<file path="src/rtl/reel_spin_animator.sv">
// Two-reel slot animator: spins both displayed indices at a fixed tick rate,
// lands the left reel first and the right reel later, then pulses done.
module reel_spin_animator #(
    parameter int unsigned TICK_DIV    = 2500000,
    parameter int unsigned NUM_SYMBOLS = 8,
    parameter int unsigned MIN_STEPS_L = 16,
    parameter int unsigned MIN_STEPS_R = 24
) (
    input  logic       clk,
    input  logic       rst_n,
    input  logic       start,
    input  logic [2:0] target_left,
    input  logic [2:0] target_right,
    output logic [2:0] show_left,
    output logic [2:0] show_right,
    output logic       busy,
    output logic       left_stopped,
    output logic       right_stopped,
    output logic       done
);

    localparam int unsigned   TW        = (TICK_DIV > 1) ? $clog2(TICK_DIV) : 1;
    localparam logic [TW-1:0] TICK_LAST = TW'(TICK_DIV - 1);
    localparam logic [2:0]    SYM_LAST  = 3'(NUM_SYMBOLS - 1);
    localparam logic [7:0]    STEPS_L   = 8'(MIN_STEPS_L);
    localparam logic [7:0]    STEPS_R   = 8'(MIN_STEPS_R);

    typedef enum logic [2:0] {
        S_IDLE   = 3'd0,
        S_SPIN   = 3'd1,
        S_STOP_L = 3'd2,
        S_STOP_R = 3'd3,
        S_DONE   = 3'd4
    } state_t;

    function automatic logic [2:0] sym_inc(input logic [2:0] v);
        logic [2:0] r;
        if (v >= SYM_LAST) r = 3'd0;
        else               r = v + 3'd1;
        return r;
    endfunction

    // Out-of-range targets land on symbol 0 rather than an index the ROM lacks.
    function automatic logic [2:0] sym_clamp(input logic [2:0] v);
        logic [2:0] r;
        if ({1'b0, v} >= 4'(NUM_SYMBOLS)) r = 3'd0;
        else                              r = v;
        return r;
    endfunction

    state_t        state_q;
    logic [TW-1:0] tick_cnt_q, tick_cnt_d;
    logic [7:0]    step_q, step_d;
    logic [2:0]    tgt_l_q, tgt_r_q;
    logic [2:0]    show_l_q, show_r_q, show_l_d, show_r_d;
    logic          busy_q, lstop_q, rstop_q, done_q;
    logic          tick_s;

    // Tick strobe plus saturating/wrapping successors of the counters.
    always_comb begin
        tick_s     = 1'b0;
        tick_cnt_d = tick_cnt_q + TW'(1);
        step_d     = step_q;
        if (busy_q && (tick_cnt_q == TICK_LAST)) begin
            tick_s     = 1'b1;
            tick_cnt_d = '0;
        end else begin
            tick_s     = 1'b0;
        end
        if (step_q == 8'hFF) step_d = step_q;
        else                 step_d = step_q + 8'd1;
        show_l_d = sym_inc(show_l_q);
        show_r_d = sym_inc(show_r_q);
    end

    // Reel FSM with all outputs registered.
    always_ff @(posedge clk) begin
        if (!rst_n) begin
            state_q    <= S_IDLE;
            tick_cnt_q <= '0;
            step_q     <= 8'd0;
            tgt_l_q    <= 3'd0;
            tgt_r_q    <= 3'd0;
            show_l_q   <= 3'd0;
            show_r_q   <= 3'd0;
            busy_q     <= 1'b0;
            lstop_q    <= 1'b0;
            rstop_q    <= 1'b0;
            done_q     <= 1'b0;
        end else begin
            if (busy_q) tick_cnt_q <= tick_cnt_d;
            if (tick_s) step_q <= step_d;
            case (state_q)
                S_IDLE: begin
                    if (start) begin
                        tgt_l_q    <= sym_clamp(target_left);
                        tgt_r_q    <= sym_clamp(target_right);
                        tick_cnt_q <= '0;
                        step_q     <= 8'd0;
                        lstop_q    <= 1'b0;
                        rstop_q    <= 1'b0;
                        busy_q     <= 1'b1;
                        state_q    <= S_SPIN;
                    end
                end
                S_SPIN: begin
                    if (tick_s) begin
                        show_l_q <= show_l_d;
                        show_r_q <= show_r_d;
                        if (step_d == STEPS_L) state_q <= S_STOP_L;
                    end
                end
                S_STOP_L: begin
                    if (tick_s) begin
                        show_r_q <= show_r_d;
                        if (show_l_q == tgt_l_q) begin
                            lstop_q <= 1'b1;
                            state_q <= S_STOP_R;
                        end else begin
                            show_l_q <= show_l_d;
                        end
                    end
                end
                S_STOP_R: begin
                    // Step count here is the pre-tick value, so the earliest landing is tick MIN_STEPS_R+1.
                    if (tick_s) begin
                        if ((step_q >= STEPS_R) && (show_r_q == tgt_r_q)) begin
                            rstop_q <= 1'b1;
                            busy_q  <= 1'b0;
                            done_q  <= 1'b1;
                            state_q <= S_DONE;
                        end else begin
                            show_r_q <= show_r_d;
                        end
                    end
                end
                S_DONE: begin
                    done_q  <= 1'b0;
                    state_q <= S_IDLE;
                end
                default: begin
                    busy_q  <= 1'b0;
                    done_q  <= 1'b0;
                    state_q <= S_IDLE;
                end
            endcase
        end
    end

    assign show_left     = show_l_q;
    assign show_right    = show_r_q;
    assign busy          = busy_q;
    assign left_stopped  = lstop_q;
    assign right_stopped = rstop_q;
    assign done          = done_q;

endmodule
</file>
<file path="config.mk">
export PLATFORM = sky130hd
export DESIGN_NAME = reel_spin_animator
export DESIGN_NICKNAME = d
export VERILOG_FILES = /design/src/rtl/reel_spin_animator.sv
export SDC_FILE = /design/constraint.sdc
export NUM_CORES = 1
export LEC_CHECK = 0
export BUFFER_PORTS_ARGS = -buffer_cell sky130_fd_sc_hd__buf_2
export CAP_MARGIN = 20
export CORE_MARGIN = 1.5
export CORE_UTILIZATION = 45
export CTS_BUF_LIST = sky130_fd_sc_hd__clkbuf_16
export CTS_CLUSTER_SIZE = 25
export DETAILED_ROUTE_END_ITERATION = 10
export HOLD_SLACK_MARGIN = 0.08
export PLACE_DENSITY = 0.68
export SYNTH_ARGS = -nofsm -noshare
export SYNTH_HDL_FRONTEND = slang
export SYNTH_SLANG_ARGS = --single-unit
</file>
<file path="constraint.sdc">
create_clock -name clk -period 2.6 [get_ports clk]
set_clock_uncertainty 0.2 [all_clocks]
set_input_delay 0.52 -clock clk [delete_from_list [all_inputs] [get_ports clk]]
set_output_delay 0.52 -clock clk [all_outputs]
set_load 0.05 [all_outputs]
</file>
; Word-level counts from Yosys, hierarchy flattened
; Cells that the tools add are included.
[totals]
regBits = 49
out_inout_bits = 10
[classes]
addsub = 4
n_lt_le_gt_ge = 3
n_eq_ne = 19
muxes = 39
bitwise_logic = 2
n_reduce_logical = 18
[op_table]
columns = op, n
row1 = $mux W22, 4
row2 = $mux W3, 15
row3 = $mux W8, 4
row4 = $add A22 B1 Y22 const B, 1
row5 = $eq A22 B22 Y1 const B, 1
row6 = $reduce_and A4 Y1, 5
row7 = $ne A2 B2 Y1 const B, 9
row8 = $pmux W3 S2, 2
row9 = $pmux W3 S4, 1
row10 = $mux W1, 9
row11 = $add A8 B1 Y8 const B, 1
row12 = $eq A8 B5 Y1 const B, 1
row13 = $eq A8 B8 Y1 const B, 1
row14 = $ge A8 B5 Y1 const B, 1
row15 = $reduce_bool A2 Y1, 4
row16 = $reduce_and A7 Y1, 1
row17 = $add A3 B1 Y3 const B, 2
row18 = $eq A3 B2 Y1 const B, 2
row19 = $eq A3 B3 Y1, 2
row20 = $ge A3 B3 Y1 const B, 2
row21 = $pmux W1 S2, 3
row22 = $reduce_or A3 Y1, 2
row23 = $eq A3 B1 Y1 const B, 1
row24 = $eq A3 B3 Y1 const B, 1
row25 = 8 further kinds, 10

; Longest topological paths before layout
[logic_depth]
depth_word = 6
mapped_depth = 7
ltp_nobuf = 6

; Least setup slack after synthesis
; Ideal clock, no wire load.
[synth_path]
kind = reg2reg
from = register busy_q (netlist: busy)
to = register busy_q (netlist: busy)
setup_ns = 0.130
t_arrival_ns = 2.361
setup_slack_ns = -0.091
path_stages_with_launch = 7
n_path_buf = 1
cell_sequence = dfxtp_1 buf_2 nand2_1 nor4_2 nand2_2 or4_4 nor3b_1
[synth_between]
elab_chain_cells = 4
[synth_rtl]
columns = item, line
row1 = from (decl), 56  ; logic busy_q, lstop_q, rstop_q, done_q;
row2 = from (signal assigned), 86  ; busy_q <= 1'b0;
row3 = from (signal assigned), 102  ; busy_q <= 1'b1;
row4 = from (signal assigned), 129  ; busy_q <= 1'b0;
row5 = $logic_and A1 B1 Y1, 64  ; if (busy_q && (tick_cnt_q == TICK_LAST)) begin
row6 = $mux W1, 64
row7 = $ne A2 B2 Y1 (no source line), -
row8 = $reduce_and A4 Y1 (no source line), -
; Every way passes these cells.
; A chain may end at the register's enable or synchronous reset.

; Final worst setup path
[layout_path]
from = register tick_cnt_q[14]
to = register step_q[3]
[layout_between]
elab_chain_cells = 6
[layout_rtl]
columns = item, line
row1 = from (decl), 52  ; logic [TW-1:0] tick_cnt_q, tick_cnt_d;
row2 = from (signal assigned), 91  ; if (busy_q) tick_cnt_q <= tick_cnt_d;
row3 = $eq A22 B22 Y1 (*), 64
row4 = $logic_and A1 B1 Y1 (*), 64
row5 = $mux W1 (*), 64
row6 = $mux W8 (*), 92  ; if (tick_s) step_q <= step_d;
row7 = $mux W8, 95  ; if (start) begin
row8 = $mux W8 (*), 93  ; case (state_q)
row9 = to (signal assigned), 92
row10 = to (decl), 53  ; logic [7:0] step_q, step_d;
; Mark *: on every way between the ends. The rest lies on a longest branch, timed or not.

==> results.sh <==
export IMPL_die_w_um=76.0
export IMPL_p_leak_uw=0.000994
export IMPL_setup_slack_ns=0.241
export IMPL_clock_sinks=49
export IMPL_fp_dieH_um=76.0
export IMPL_grt_max_degree=21
export IMPL_max_cap_viol_count=0
export IMPL_cpMaxStageDelayCell="or4_4"
export IMPL_detail_route_first_pass_iterations=4
export IMPL_worst_slew_pin_slew_ns=0.770
export IMPL_ctsHoldBuffers=0
export IMPL_first_global_vias=1824
export IMPL_grt_use_total_pct=18.0
export IMPL_grt_pass1_wl_mm=8.54
export IMPL_fin_nets=319
export IMPL_syn_area_um2=2400
export IMPL_dp_slack_ns=0.274
export IMPL_dominantRegCellSynth="dfxtp_1"
export IMPL_syn_nets=301
export IMPL_cts_buffers=5
export IMPL_dp_hpwl_mm=3.55
export IMPL_postCtsResizedCells=0
export IMPL_timing_fmax_mhz=424
export IMPL_ys_types=46
export IMPL_numPortBuffers=18
export IMPL_drc=0
export IMPL_multiInputGateArea_um2=1350
export IMPL_gp_congestion=0.809
export IMPL_cp_required_ns=2.61
export IMPL_yosys_warnings=0
export IMPL_ant_nets=0
export IMPL_p_per_area_nw_per_um2=542
export IMPL_yosysSeqAreaShare_pct=40.9
export IMPL_drive_gt1_share_pct=12.5
export IMPL_cp_cell_sequence="or4_4 > nor3_4 > buf_4 > nand3_1 > or3_1 > a21oi_1"
export IMPL_post_route_util_pct=52.6
export IMPL_pin_count=19
export IMPL_endpoint_kind="flop"
export IMPL_vias_per_cell=5.37
export IMPL_clockBufferDepth=2
export IMPL_initial_core_util_pct=46.7
export IMPL_overflow=0
export IMPL_dieArea_um2=5780
export IMPL_slew_headroom_pct=48.2
export IMPL_rsz0062_at_grt="false"
export IMPL_cts_root_buf="clkbuf_16"
export IMPL_core_region_area_um2=5140
export IMPL_drt_iter0_markers=137
export IMPL_fin_crit_ns=2.36
export IMPL_clkTransAtPathRegs_ns=0.06
export IMPL_cts_setup_buffers=0
export IMPL_yosys_top_cells_area="dfxtp_1 41%, xor2_1 6.2%, nand2_1 5.9%"
export IMPL_synth_seq_cells=49
export IMPL_n_fill_cell=496
export IMPL_netlist_instances=285
export IMPL_finalCritPeriodShare_pct=90.7
export IMPL_cts_htree_levels=2
export IMPL_synth_edff_count=0
export IMPL_postSynthAreaPerCell_um2=8.42
export IMPL_yosysTopAreaCellShare_pct=40.9
export IMPL_syn2layout_area_growth_pct=12.7
export IMPL_worstSkewPairLatency_ns=0.29
export IMPL_cp_arrival_ns=2.37
export IMPL_setup_violations=0
export IMPL_hp_class="flop to flop"
export IMPL_hold_viol_final=0
export IMPL_seqCellArea_um2=982
export IMPL_yosysTopAreaCell="dfxtp_1"
export IMPL_antenna_found_initial=0
export IMPL_tns_ns=0
export IMPL_vias=2010
export IMPL_std_cell_rows=26
export IMPL_max_stage_delay_ns=0.56
export IMPL_status="complete, no violations"
export IMPL_worst_path_max_fanout=6
export IMPL_tritoncts="yes"
export IMPL_async_reset_ff_share_pct=0
export IMPL_num_antenna_cells=0
export IMPL_wl_per_cell_um=13.2
export IMPL_crit_path_start_kind="flop"
export IMPL_critPathKind="flop to flop"
export IMPL_maxSlewViolCount=0
export IMPL_routed_wl_mm=4.94
export IMPL_peakVddDrop_mv=0.320
## per-layer routing
metal	part of all wire [%]	wire length, µm	GRT usage [%]	up-vias
met5	0	0	0	-
met2	44	2180	28.0	40
li1	-	-	-	1030
met1	50	2460	24.8	931
met3	4.6	227	4.31	9
met4	1.4	69	5.37	0
## placed cells by master (no fill, tap or decap), drive strengths merged, types with 2 or more instances in the layout
cell    synthesis  layout
and3            3       3
mux2i           8       8
a21oi          17      17
nand3          16      16
o21ai           3       3
buf             1      22
nand2          39      39
nand4           8       8
dfxtp          49      49
ha              7       7
inv             7       7
nand2b          3       3
o31ai           2       2
nor2           33      33
nor4            5       5
clkinv          0       3
or4             4       4
xnor2          11      11
xor2           17      17
clkbuf         10       5
nor3           15      15
nor2b           2       2
and4            2       2
a311oi          2       2
or3             5       5
## logic make-up after synthesis
| family | count (synthesis) | share of synthesized area [%] |
|---|---|---|
| AO/OA/AOI/OAI | 33 | 8.81 |
| flip-flops | 49 | 40.9 |
| XOR/XNOR | 28 | 10.2 |
| AND/OR/NAND/NOR | 142 | 30.3 |
| adder cells (fa/ha/maj) | 7 | 3.65 |
| buffers and inverters | 18 | 2.87 |
| multiplexers | 8 | 3.34 |
## flip-flops by register name, indices dropped and copies added, names as in the netlist
signal,flops
left_stopped,1
done,1
step_q,8
right_stopped,1
busy,1
tick_cnt_q,22
tgt_r_q,3
tgt_l_q,3
show_right,3
show_left,3
state_q,3
## power breakdown
part / switching [µW] / total, µW / internal, µW
registers: 10.9 / 772 / 761
clock network: 270 / 619 / 348
logic: 50.1 / 75.4 / 25.3
total: 331 / 1470 / 1130
## worst max-delay path: cells and delay by family, from the launching register on
family | cells | cell delay (ns)
simple gates | 4 | 1.43
flops | 1 | 0.36
buf+inv | 1 | 0.17
compound gates | 1 | 0.14
## final cells by class
| cell class | count | share of cell area [%] |
|---|---|---|
| Multi-Input combinational cell | 218 | 50.0 |
| Sequential cell | 49 | 36.3 |
| Clock buffer | 5 | 4.63 |
| Timing Repair Buffer | 22 | 4.44 |
| Tap cell | 70 | 3.24 |
| Inverter | 7 | 0.971 |
| Clock inverter | 3 | 0.463 |
## Yosys cell counts, types with 4 or more instances
library cell and instances:
nand2_1 38, or3_1 5, mux2i_1 8, nand3_1 16, inv_1 7, nor3_1 13
xnor2_1 11, ha_1 7, nor2_1 33, xor2_1 17, nor4_1 4, nand4_1 8
a21oi_1 17, clkbuf_1 10, dfxtp_1 49
## through the flow
step	power, µW	std cells	hold slack [ns]	cell area (µm²)
6_report	1470	374	0.262	2710
2_1_floorplan	840	285	0.248	2400
5_1_grt	1510	374	0.280	2710
4_1_cts	1480	374	0.263	2710
3_5_place_dp	864	366	0.261	2570
3_3_place_gp	863	366	0.249	2570
## path summary, 6_finish.rpt
path / cells past startpoint / from / to / slack, ns
max: 6 / tick_cnt_q[14]$_SDFF_PN0_ / step_q[3]$_SDFF_PN0_ / 0.24
min: 2 / done$_SDFFE_PN0P_ / done$_SDFFE_PN0P_ / 0.26
max reg2reg: 6 / tick_cnt_q[14]$_SDFF_PN0_ / step_q[3]$_SDFF_PN0_ / 0.24
min reg2reg: 2 / done$_SDFFE_PN0P_ / done$_SDFFE_PN0P_ / 0.26
No activity file was read; power rests on OpenSTA's default activity.
